File: src/rtl/fir_xifu_ctrl.sv
// fir_xifu_ctrl: per-ID instruction-lifetime tracker for the FIR XIF unit.
// Ports:
//   clk_i, rst_ni      clock, synchronous active-low reset
//   id2ctrl_i          {issue, id} issue handshake accepted by ID this cycle
//   commit_*_i         XIF commit valid / id / kill
//   wb2ctrl_i          per-ID retire clear from WB
//   issue_id_i         ID offered on XIF issue request
//   issue_ready_o      offered slot can accept an issue this cycle
//   ctrl2ex_o/ctrl2wb_o {issue, commit, kill} per-ID bitmaps
//   outstanding_o      number of non-free slots
//   protocol_err_o     sticky protocol-violation flag
module fir_xifu_ctrl #(
    parameter int X_ID_WIDTH = 4,
    parameter int X_ID_MAX   = 2 ** X_ID_WIDTH,
    parameter int CW         = $clog2(X_ID_MAX) + 1
) (
    input  logic                      clk_i,
    input  logic                      rst_ni,
    input  logic [X_ID_WIDTH:0]       id2ctrl_i,
    input  logic                      commit_valid_i,
    input  logic [X_ID_WIDTH-1:0]     commit_id_i,
    input  logic                      commit_kill_i,
    input  logic [X_ID_MAX-1:0]       wb2ctrl_i,
    input  logic [X_ID_WIDTH-1:0]     issue_id_i,
    output logic                      issue_ready_o,
    output logic [3*X_ID_MAX-1:0]     ctrl2ex_o,
    output logic [3*X_ID_MAX-1:0]     ctrl2wb_o,
    output logic [CW-1:0]             outstanding_o,
    output logic                      protocol_err_o
);
    typedef enum logic [1:0] {FREE, ISSUED, COMMITTED, KILLED} slot_t;

    slot_t               r_state [X_ID_MAX];
    slot_t               w_next  [X_ID_MAX];
    logic [X_ID_MAX-1:0] r_issue, r_commit, r_kill;
    logic [CW-1:0]       r_cnt, w_cnt;
    logic                r_err;
    logic [X_ID_MAX-1:0] w_iss, w_cm, w_eff_free, w_err_vec;

    assign w_iss = {X_ID_MAX{id2ctrl_i[X_ID_WIDTH]}} & (X_ID_MAX'(1) << id2ctrl_i[X_ID_WIDTH-1:0]);
    assign w_cm  = {X_ID_MAX{commit_valid_i}} & (X_ID_MAX'(1) << commit_id_i);

    // A slot behaves as free this cycle if it is free, finishing a kill, or
    // retiring now (clear takes effect before a same-cycle issue).
    always_comb begin
        w_cnt      = '0;
        w_err_vec  = '0;
        w_eff_free = '0;
        for (int i = 0; i < X_ID_MAX; i++) begin
            w_eff_free[i] = r_state[i] == FREE || r_state[i] == KILLED ||
                            (r_state[i] == COMMITTED && wb2ctrl_i[i]);
            w_next[i] = r_state[i];
            if (w_eff_free[i]) begin
                w_next[i]    = w_iss[i] ? (w_cm[i] ? (commit_kill_i ? KILLED : COMMITTED) : ISSUED) : FREE;
                w_err_vec[i] = w_cm[i] && !w_iss[i];
            end else if (r_state[i] == ISSUED) begin
                if (w_cm[i]) w_next[i] = commit_kill_i ? KILLED : COMMITTED;
                w_err_vec[i] = w_iss[i] || wb2ctrl_i[i];
            end else begin
                w_err_vec[i] = w_iss[i] || (w_cm[i] && commit_kill_i);
            end
            w_cnt = w_cnt + CW'(w_next[i] != FREE);
        end
    end

    always_ff @(posedge clk_i) begin
        if (!rst_ni) begin
            for (int i = 0; i < X_ID_MAX; i++) r_state[i] <= FREE;
            r_issue  <= '0;
            r_commit <= '0;
            r_kill   <= '0;
            r_cnt    <= '0;
            r_err    <= 1'b0;
        end else begin
            for (int i = 0; i < X_ID_MAX; i++) begin
                r_state[i]  <= w_next[i];
                r_issue[i]  <= w_next[i] == ISSUED || w_next[i] == COMMITTED;
                r_commit[i] <= w_next[i] == COMMITTED;
                r_kill[i]   <= w_next[i] == KILLED;
            end
            r_cnt <= w_cnt;
            r_err <= r_err | (|w_err_vec);
        end
    end

    assign issue_ready_o  = w_eff_free[issue_id_i];
    assign ctrl2ex_o      = {r_issue, r_commit, r_kill};
    assign ctrl2wb_o      = {r_issue, r_commit, r_kill};
    assign outstanding_o  = r_cnt;
    assign protocol_err_o = r_err;
endmodule

File: config.mk
export PLATFORM = sky130hd
export DESIGN_NAME = fir_xifu_ctrl
export DESIGN_NICKNAME = d
export VERILOG_FILES = /design/src/rtl/fir_xifu_ctrl.sv
export SDC_FILE = /design/constraint.sdc
export NUM_CORES = 1
export LEC_CHECK = 0
export CAP_MARGIN = 40
export CORE_MARGIN = 2
export CORE_UTILIZATION = 51
export CTS_BUF_LIST = sky130_fd_sc_hd__clkbuf_8 sky130_fd_sc_hd__clkbuf_16
export DETAILED_ROUTE_END_ITERATION = 8
export GPL_TIMING_DRIVEN = 0
export PLACE_DENSITY = 0.81
export SYNTH_ARGS = -nofsm -noshare
export SYNTH_HDL_FRONTEND = slang
export SYNTH_SLANG_ARGS = --single-unit
export TNS_END_PERCENT = 100
File: constraint.sdc
create_clock -name clk_i -period 7.5 [get_ports clk_i]
set_input_delay 1.875 -clock clk_i [delete_from_list [all_inputs] [get_ports clk_i]]
set_output_delay 1.875 -clock clk_i [all_outputs]
set_load 0.01 [all_outputs]
# Yosys cells after proc, flatten, opt, wreduce, memory -nomap -nowiden
# Memory sizes are Yosys's and may differ from the RTL's.
# Index checks and enable logic that the tools add are counted.
# Widths: inputs -> output; s select.
[op_classes]
n_addsub = 15
n_lt_le_gt_ge = 1
n_eq_ne = 96
n_shift = 2
muxes = 133
bitwise = 19
n_reduce_logical = 177
[op_table]
columns = ["operator", "n"]
rows = [
  ["$mux 2", 96],
  ["$eq 2x2->1 const B", 64],
  ["$logic_or 1x1->1", 80],
  ["$eq 2x1->1 const B", 32],
  ["$add 5x1->5", 11],
  ["$logic_and 1x1->1", 48],
  ["$mux 1", 36],
  ["$and 16x16->16", 2],
  ["$logic_not 2->1", 16],
  ["$reduce_bool 2->1", 16],
  ["$shl 1x4->16 const A", 2],
  ["$or 1x1->1", 17],
  ["$logic_not 1->1", 16],
  ["$reduce_or 16->1", 1],
  ["$add 4x1->5", 1],
  ["$lt 4x5->1 const B", 1],
  ["$add 3x1->4", 1],
  ["$bmux 1 s4", 1],
  ["$add 2x1->3", 1],
  ["$add 1x1->2", 1],
]
[totals]
ff_bits = 54
ramBits = 32
in_bits = 33
output_inout_bits = 103
wordCells = 449
memories = 1
[memory_table]
columns = ["name", "depth", "word_bits", "read_ports", "rd_ports_with_merged_regs", "wr", "line_no", "source"]
rows = [
  ["r_state", 16, 2, 16, 0, 16, "33", "slot_t r_state [X_ID_MAX];"],
]

# Longest topological paths before layout
# Gate-level depths: netlist of run 1.
[depth]
ltp_word = 21
depth_mapped = 20
depth_no_buf = 20

# Worst setup path before layout of run 1
# Ideal clock, no wire load.
[synth_path]
path_type = "input to register"
startpoint = "input commit_id_i[2]"
endpoint = "register r_cnt[2], in the netlist outstanding_o[2]"
setup_time_ns = 0.128
arrival_ns = 6.057
required_time_ns = 7.372
path_slack_ns = 1.315
stages = 17
n_path_buf = 1
path_cell_list = "or3b_1 -> buf_2 -> or2_2 -> o22ai_1 -> inv_1 -> ha_1 -> fa_1 -> inv_1 -> fa_1 -> fa_1 -> inv_1 -> fa_1 -> inv_1 -> ha_1 -> fa_1 -> xnor2_1 -> nor2_1"
[synth_lines]
columns = ["element", "line_no", "source"]
rows = [
  ["start, declared", "21", "input logic [X_ID_WIDTH-1:0] commit_id_i,"],
  ["end signal, assigned", "81", "r_cnt <= w_cnt;"],
  ["end, declared", "36", "logic [CW-1:0] r_cnt, w_cnt;"],
]

==> impl_metrics.py, run 1 <==
metrics = {
    "timing": {
        "setup_viol": 0,
        "rsz0062_at_grt": "false",
        "post-route-min-period_ns": 7.092,
        "slew_viol_final": 0,
        "relSlewSlack_pct": 42.49,
        "min_period_over_period_pct": 94.56,
        "hold_viol_final": 0,
        "fmax_mhz": 141.0,
        "fin_skew_ns": 0.008454,
        "tightest_slew_ns": 0.8626,
        "fin_tns_setup_ns": 0,
        "setup_slack_ns": 0.4077,
    },
    "yosys": {
        "synthCells": 700,
        "yosys_warnings": 0,
        "synth_area_leader_cell": "dfxtp_1",
        "syn_nets": 828,
        "synth_edf_count": 0,
        "synth_area_leaders": "dfxtp_1, ha_1, buf_4, inv_1, and2_1",
        "syn_area_um2": 5907,
        "synth_common_cells": "dfxtp_1, inv_1, ha_1",
        "synth.top_cell.area_share_pct": 29.15,
        "ys_seq_elements": 86,
        "async_reset_ff_share_pct": 0,
        "synth_seq_area_share_pct": 29.15,
        "netlist-cell-type-count": 51,
        "syn_avg_cell_area_um2": 8.438,
        "synthFlopType": "dfxtp_1",
    },
    "clock_network": {
        "hold_buffers": 0,
        "root_buffer": "clkbuf_16",
        "htreeDepth": 3,
        "post_cts_buffers": 0,
        "clockBufferDepth": 2,
        "clkLatencyLatePin_ns": 0.35,
        "cts.sinks": 86,
        "cts_tree": "yes",
        "path_clk_slew_ns": 0.07,
        "post_cts_resized": 0,
        "cts_inserted_buffers": 9,
    },
    "cells_and_area": {
        "fin_util_pct": 68.56,
        "n_antenna_cell": 0,
        "nNetsFinal": 973,
        "n_fill_cell": 898,
        "multi_input_area_um2": 3410,
        "syn2layout_area_growth_pct": 31.96,
        "drive_above_1_share_pct": 9.529,
        "final-seq-area_um2": 1722,
    },
    "global_routing": {
        "first_global_vias": 5540,
        "grt_pass1_wl_um": 29510,
        "antenna_found_initial": 0,
        "overflow": 0,
        "grt_usage_pct": 30.51,
        "grt_max_degree": 16,
    },
    "setup_path": {
        "crit_slowest_cell": "fa_1",
        "path_common_cell": "fa_1",
        "critical_path_buf_inv_count": 5,
        "cp_top_family": "adder cells",
        "path_max_fanout": 10,
        "worstSetupPathType": "in2reg",
        "worstSetupStartpointType": "input pin",
        "slowest_delay_ns": 0.57,
        "cp-end-kind": "register",
        "arrival_ns": 7.30,
        "required_ns": 7.71,
        "crit_chain": "clkdlybuf4s50_1, nand3_1, nor2_1, a211oi_1, nor3_1, inv_1, ha_1, inv_1, fa_1, fa_1, fa_1, inv_1, fa_1, inv_1, ha_1, fa_1, xnor2_1, nor2_1",
    },
    "placed_design": {
        "hpwl_um": 14480,
        "port-buffer-count": 134,
        "gp_congestion": 0.9179,
        "dpl_worst_slack_ns": 0.1359,
    },
    "detailed_routing": {
        "vias": 5496,
        "detail-route-antenna-nets": 0,
        "drc": 0,
        "drt_iter0_markers": 280,
        "wire_per_inst_um": 18.92,
        "drt_wl_total_um": 18790,
        "drtPass1Iterations": 5,
        "vias_per_cell": 5.535,
    },
    "min_path": {
        "min_path_type": "reg2reg",
    },
    "flow_run": {
        "maxCapViolCount": 0,
    },
    "die": {
        "rows": 39,
        "fp.dieH_um": 111.6,
        "fp.coreArea_um2": 11370,
        "num_io_pins": 136,
        "initial_core_util_pct": 51.95,
        "die_area_um2": 12460,
        "die_w_um": 111.6,
    },
    "pwr": {
        "leakagePower_nw": 3.273,
        "total_power_mw": 1.737,
        "peakVddDrop_mv": 0.2966,
        "power-per-cell-area_nw_per_um2": 222.8,
    },
    "run_status": {
        "run_status": "finished clean",
    },
}
routing by layer:
layer	global-route usage (%)	wire length, um
met1	37.27	7842
met4	12.02	560
met2	53.54	9225
met5	0	0
met3	5.171	1160
final cells by class:
class	instances	share of cell area, %
clock buffers	9	2.889
multi-input cells	460	43.74
flip-flops and latches	86	22.09
plain buffers	66	5.714
clock inverters	7	1.830
well taps	143	2.295
repair buffers	134	17.21
inverters	88	4.238
logic make-up (layout without fill, tap and decap cells):
group	Yosys count	count (layout)	synth area share (%)
DFF	86	86	29.15
adders and majority gates	95	95	21.39
xor gates and xnor gates	2	2	0.2966
buffers and inverters	154	304	13.13
and+or+nand+nor	215	215	18.45
muxes	9	9	2.584
AOI/OAI and AO/OA	139	139	15.00
flip-flops by register name, summed over array words and instances, names as in the netlist:
name            flops
r_state            32
r_issue            16
outstanding_o       5
r_kill             16
r_commit           16
protocol_err_o      1
layout by cell type (no fill, tap or decap), types with 19 or more instances in the layout:
cell / Yosys / layout
a211oi_1: 19 / 19
a21oi_1: 38 / 38
and2_1: 49 / 49
buf_4: 50 / 50
clkdlybuf4s50_1: 0 / 134
dfxtp_1: 86 / 86
ha_1: 85 / 85
inv_1: 86 / 86
nor2_1: 71 / 71
nor3_1: 27 / 27
o21ai_0: 27 / 27
final timing paths:
check,from,endpoint,slack (ns),depth (start not counted)
max reg2reg,r_state[0][10]$_SDFF_PN0_,outstanding_o[2]$_SDFF_PN0_,2.24,19
max,commit_valid_i,outstanding_o[2]$_SDFF_PN0_,0.41,18
min,r_state[1][7]$_SDFF_PN0_,r_state[1][7]$_SDFF_PN0_,0.62,2
min reg2reg,r_state[1][7]$_SDFF_PN0_,r_state[1][7]$_SDFF_PN0_,0.62,2
power by group:
group / total, mW / internal, mW / switching [mW] / leakage, nW
Combinational: 0.654 / 0.278 / 0.377 / 2.40
Clock: 0.565 / 0.361 / 0.204 / 0.180
Sequential: 0.518 / 0.494 / 0.0231 / 0.695
Total: 1.74 / 1.13 / 0.604 / 3.27
tightest hold or removal path: stages (launching register included):
cell,delay [ns]
dfxtp_1,0.36
a22oi_1,0.13
nor2_1,0.10
metrics by stage:
step                cell area [um2]  std cells  hold WS (ns)
floorplan                      5907        700        0.5474
global placement               7427        977        0.5844
detailed placement             7427        977        0.6087
CTS                            7795        993        0.6267
global route                   7795        993        0.6708
finish                         7795        993        0.6185
No activity file was read; power rests on OpenSTA's default activity.
==> inputs of run 2 (changes only) <==
CORE_ASPECT_RATIO = 0.75   (was not set)
REMOVE_ABC_BUFFERS = 1   (was not set)
==> impl_metrics.py, run 2 (synthesis gave the netlist of run 1 again) <==
metrics = {
    "global_routing": {
        "grt_usage_pct": 25.56,
        "grt_max_degree": 30,
        "first_global_vias": 5190,
        "antenna_found_initial": 0,
        "grt_pass1_wl_um": 25190,
        "overflow": 0,
    },
    "timing": {
        "setup_viol": 0,
        "hold_viol_final": 0,
        "whs_ns": 0.6262,
        "fmax_mhz": 143.4,
        "min_period_over_period_pct": 93.00,
        "tightest_slew_ns": 0.7824,
        "rsz0062_at_grt": "false",
        "fin_skew_ns": 0.006925,
        "post-route-min-period_ns": 6.975,
        "setup_slack_ns": 0.5253,
        "relSlewSlack_pct": 47.68,
        "fin_tns_setup_ns": 0,
        "slew_viol_final": 0,
    },
    "min_path": {
        "hp-start": "r_state[1][7]$_SDFF_PN0_",
        "min_path_type": "reg2reg",
    },
    "setup_path": {
        "arrival_ns": 7.21,
        "r2r-start": "r_state[1][10]$_SDFF_PN0_",
        "worstSetupStartpoint": "commit_kill_i",
        "worstSetupStartpointType": "input pin",
        "required_ns": 7.74,
        "cp-end-kind": "register",
        "path_max_fanout": 19,
        "worstSetupPathType": "in2reg",
    },
    "cells_and_area": {
        "largest_reg_flops": 32,
        "final_cell_area_um2": 7351,
        "top_register": "r_state",
        "final_cell_mix": "clkdlybuf4s50_1, inv_1, dfxtp_1, ha_1, nor2_1",
        "layout_commonest_cell": "clkdlybuf4s50_1",
        "n_antenna_cell": 0,
        "syn2layout_area_growth_pct": 24.44,
        "fin_util_pct": 64.24,
        "nNetsFinal": 910,
        "fin_cells": 931,
        "drive_above_1_share_pct": 3.558,
    },
    "detailed_routing": {
        "vias": 5250,
        "drc": 0,
        "detail-route-antenna-nets": 0,
        "vias_per_cell": 5.639,
        "drtPass1Iterations": 6,
        "drt_iter0_markers": 392,
        "drt_wl_total_um": 15630,
        "wire_per_inst_um": 16.79,
    },
    "die": {
        "rows": 34,
        "initial_core_util_pct": 51.62,
        "die_w_um": 128.3,
        "fp.coreArea_um2": 11440,
        "num_io_pins": 136,
        "fp.dieH_um": 97.20,
        "die_area_um2": 12470,
    },
    "clock_network": {
        "root_buffer": "clkbuf_16",
        "htreeDepth": 3,
        "clkLatencyLatePin_ns": 0.35,
        "cts.sinks": 86,
        "hold_buffers": 0,
        "post_cts_resized": 0,
        "path_clk_slew_ns": 0.06,
        "post_cts_buffers": 0,
        "clockBufferDepth": 2,
        "cts_tree": "yes",
        "cts_inserted_buffers": 9,
    },
    "pwr": {
        "power-per-cell-area_nw_per_um2": 214.6,
        "peakVddDrop_mv": 0.1286,
        "total_power_mw": 1.577,
        "leakagePower_nw": 2.977,
    },
    "run_status": {
        "run_status": "finished clean",
    },
    "placed_design": {
        "place_inst": 915,
        "port-buffer-count": 135,
        "placed_cell_area_um2": 7048,
        "dpl_worst_slack_ns": 0.2540,
        "gp_congestion": 0.9664,
        "hpwl_um": 12030,
    },
    "flow_run": {
        "maxCapViolCount": 0,
    },
}
==> run 2: cell count changes in the layout (fill, tap and decap cells not counted), sizes merged <==
| cell | delta |
|---|---|
| clkbuf | -11 |
| bufinv | -3 |
| buf | -51 |
| clkinvlp | +1 |
| clkdlybuf4s50 | +1 |
==> run 2: critical path: stages <==
cell and delay (ns):
clkdlybuf4s50_1 0.98, inv_2 0.38, o21ai_0 0.20, nor2_1 0.06, nor3_1 0.30, inv_1 0.13, ha_1 0.25, inv_1 0.10
fa_1 0.45, fa_1 0.52, fa_1 0.52, inv_1 0.05, fa_1 0.52, inv_1 0.04, ha_1 0.21, fa_1 0.40
xnor2_1 0.16, nor2_1 0.05
==> run 2: report_power, final <==
group	leakage, nW	internal [mW]	switching (mW)	total [mW]
logic	2.13	0.261	0.341	0.601
clock network	0.154	0.273	0.187	0.460
registers	0.695	0.495	0.0210	0.516
total	2.98	1.03	0.549	1.58
==> run 2: worst paths after layout <==
check	endpoint	slack, ns	cells past startpoint
worst max-delay path	outstanding_o[2]$_SDFF_PN0_	0.53	18
worst min register to register	r_state[1][7]$_SDFF_PN0_	0.63	2
worst min-delay path	r_state[1][7]$_SDFF_PN0_	0.63	2
worst max register to register	outstanding_o[2]$_SDFF_PN0_	2.41	19
==> run 2: layout make-up <==
type | count | area, um2
fill | 908 | 4093
inverter | 88 | 330.3
clock inverter | 5 | 50.05
timing repair buffer | 137 | 1406
tap | 144 | 180.2
sequential | 86 | 1722
multi-input combinational | 460 | 3410
clock buffer | 11 | 252.7
==> run 2: metal layers <==
| metal | global-route usage (%) | up-vias | wire [um] |
|---|---|---|---|
| met5 | 0 | - | 0 |
| met4 | 9.552 | 0 | 368 |
| met2 | 42.18 | 289 | 7381 |
| met1 | 31.88 | 2431 | 6447 |
| li1 | - | 2493 | - |
| met3 | 6.883 | 37 | 1432 |
==> inputs of run 3 (changes only) <==
SKIP_LAST_GASP = 1   (was not set)
==> results of run 3 <==
Same layout as run 2: the final DEF is identical, and so are final timing and power.
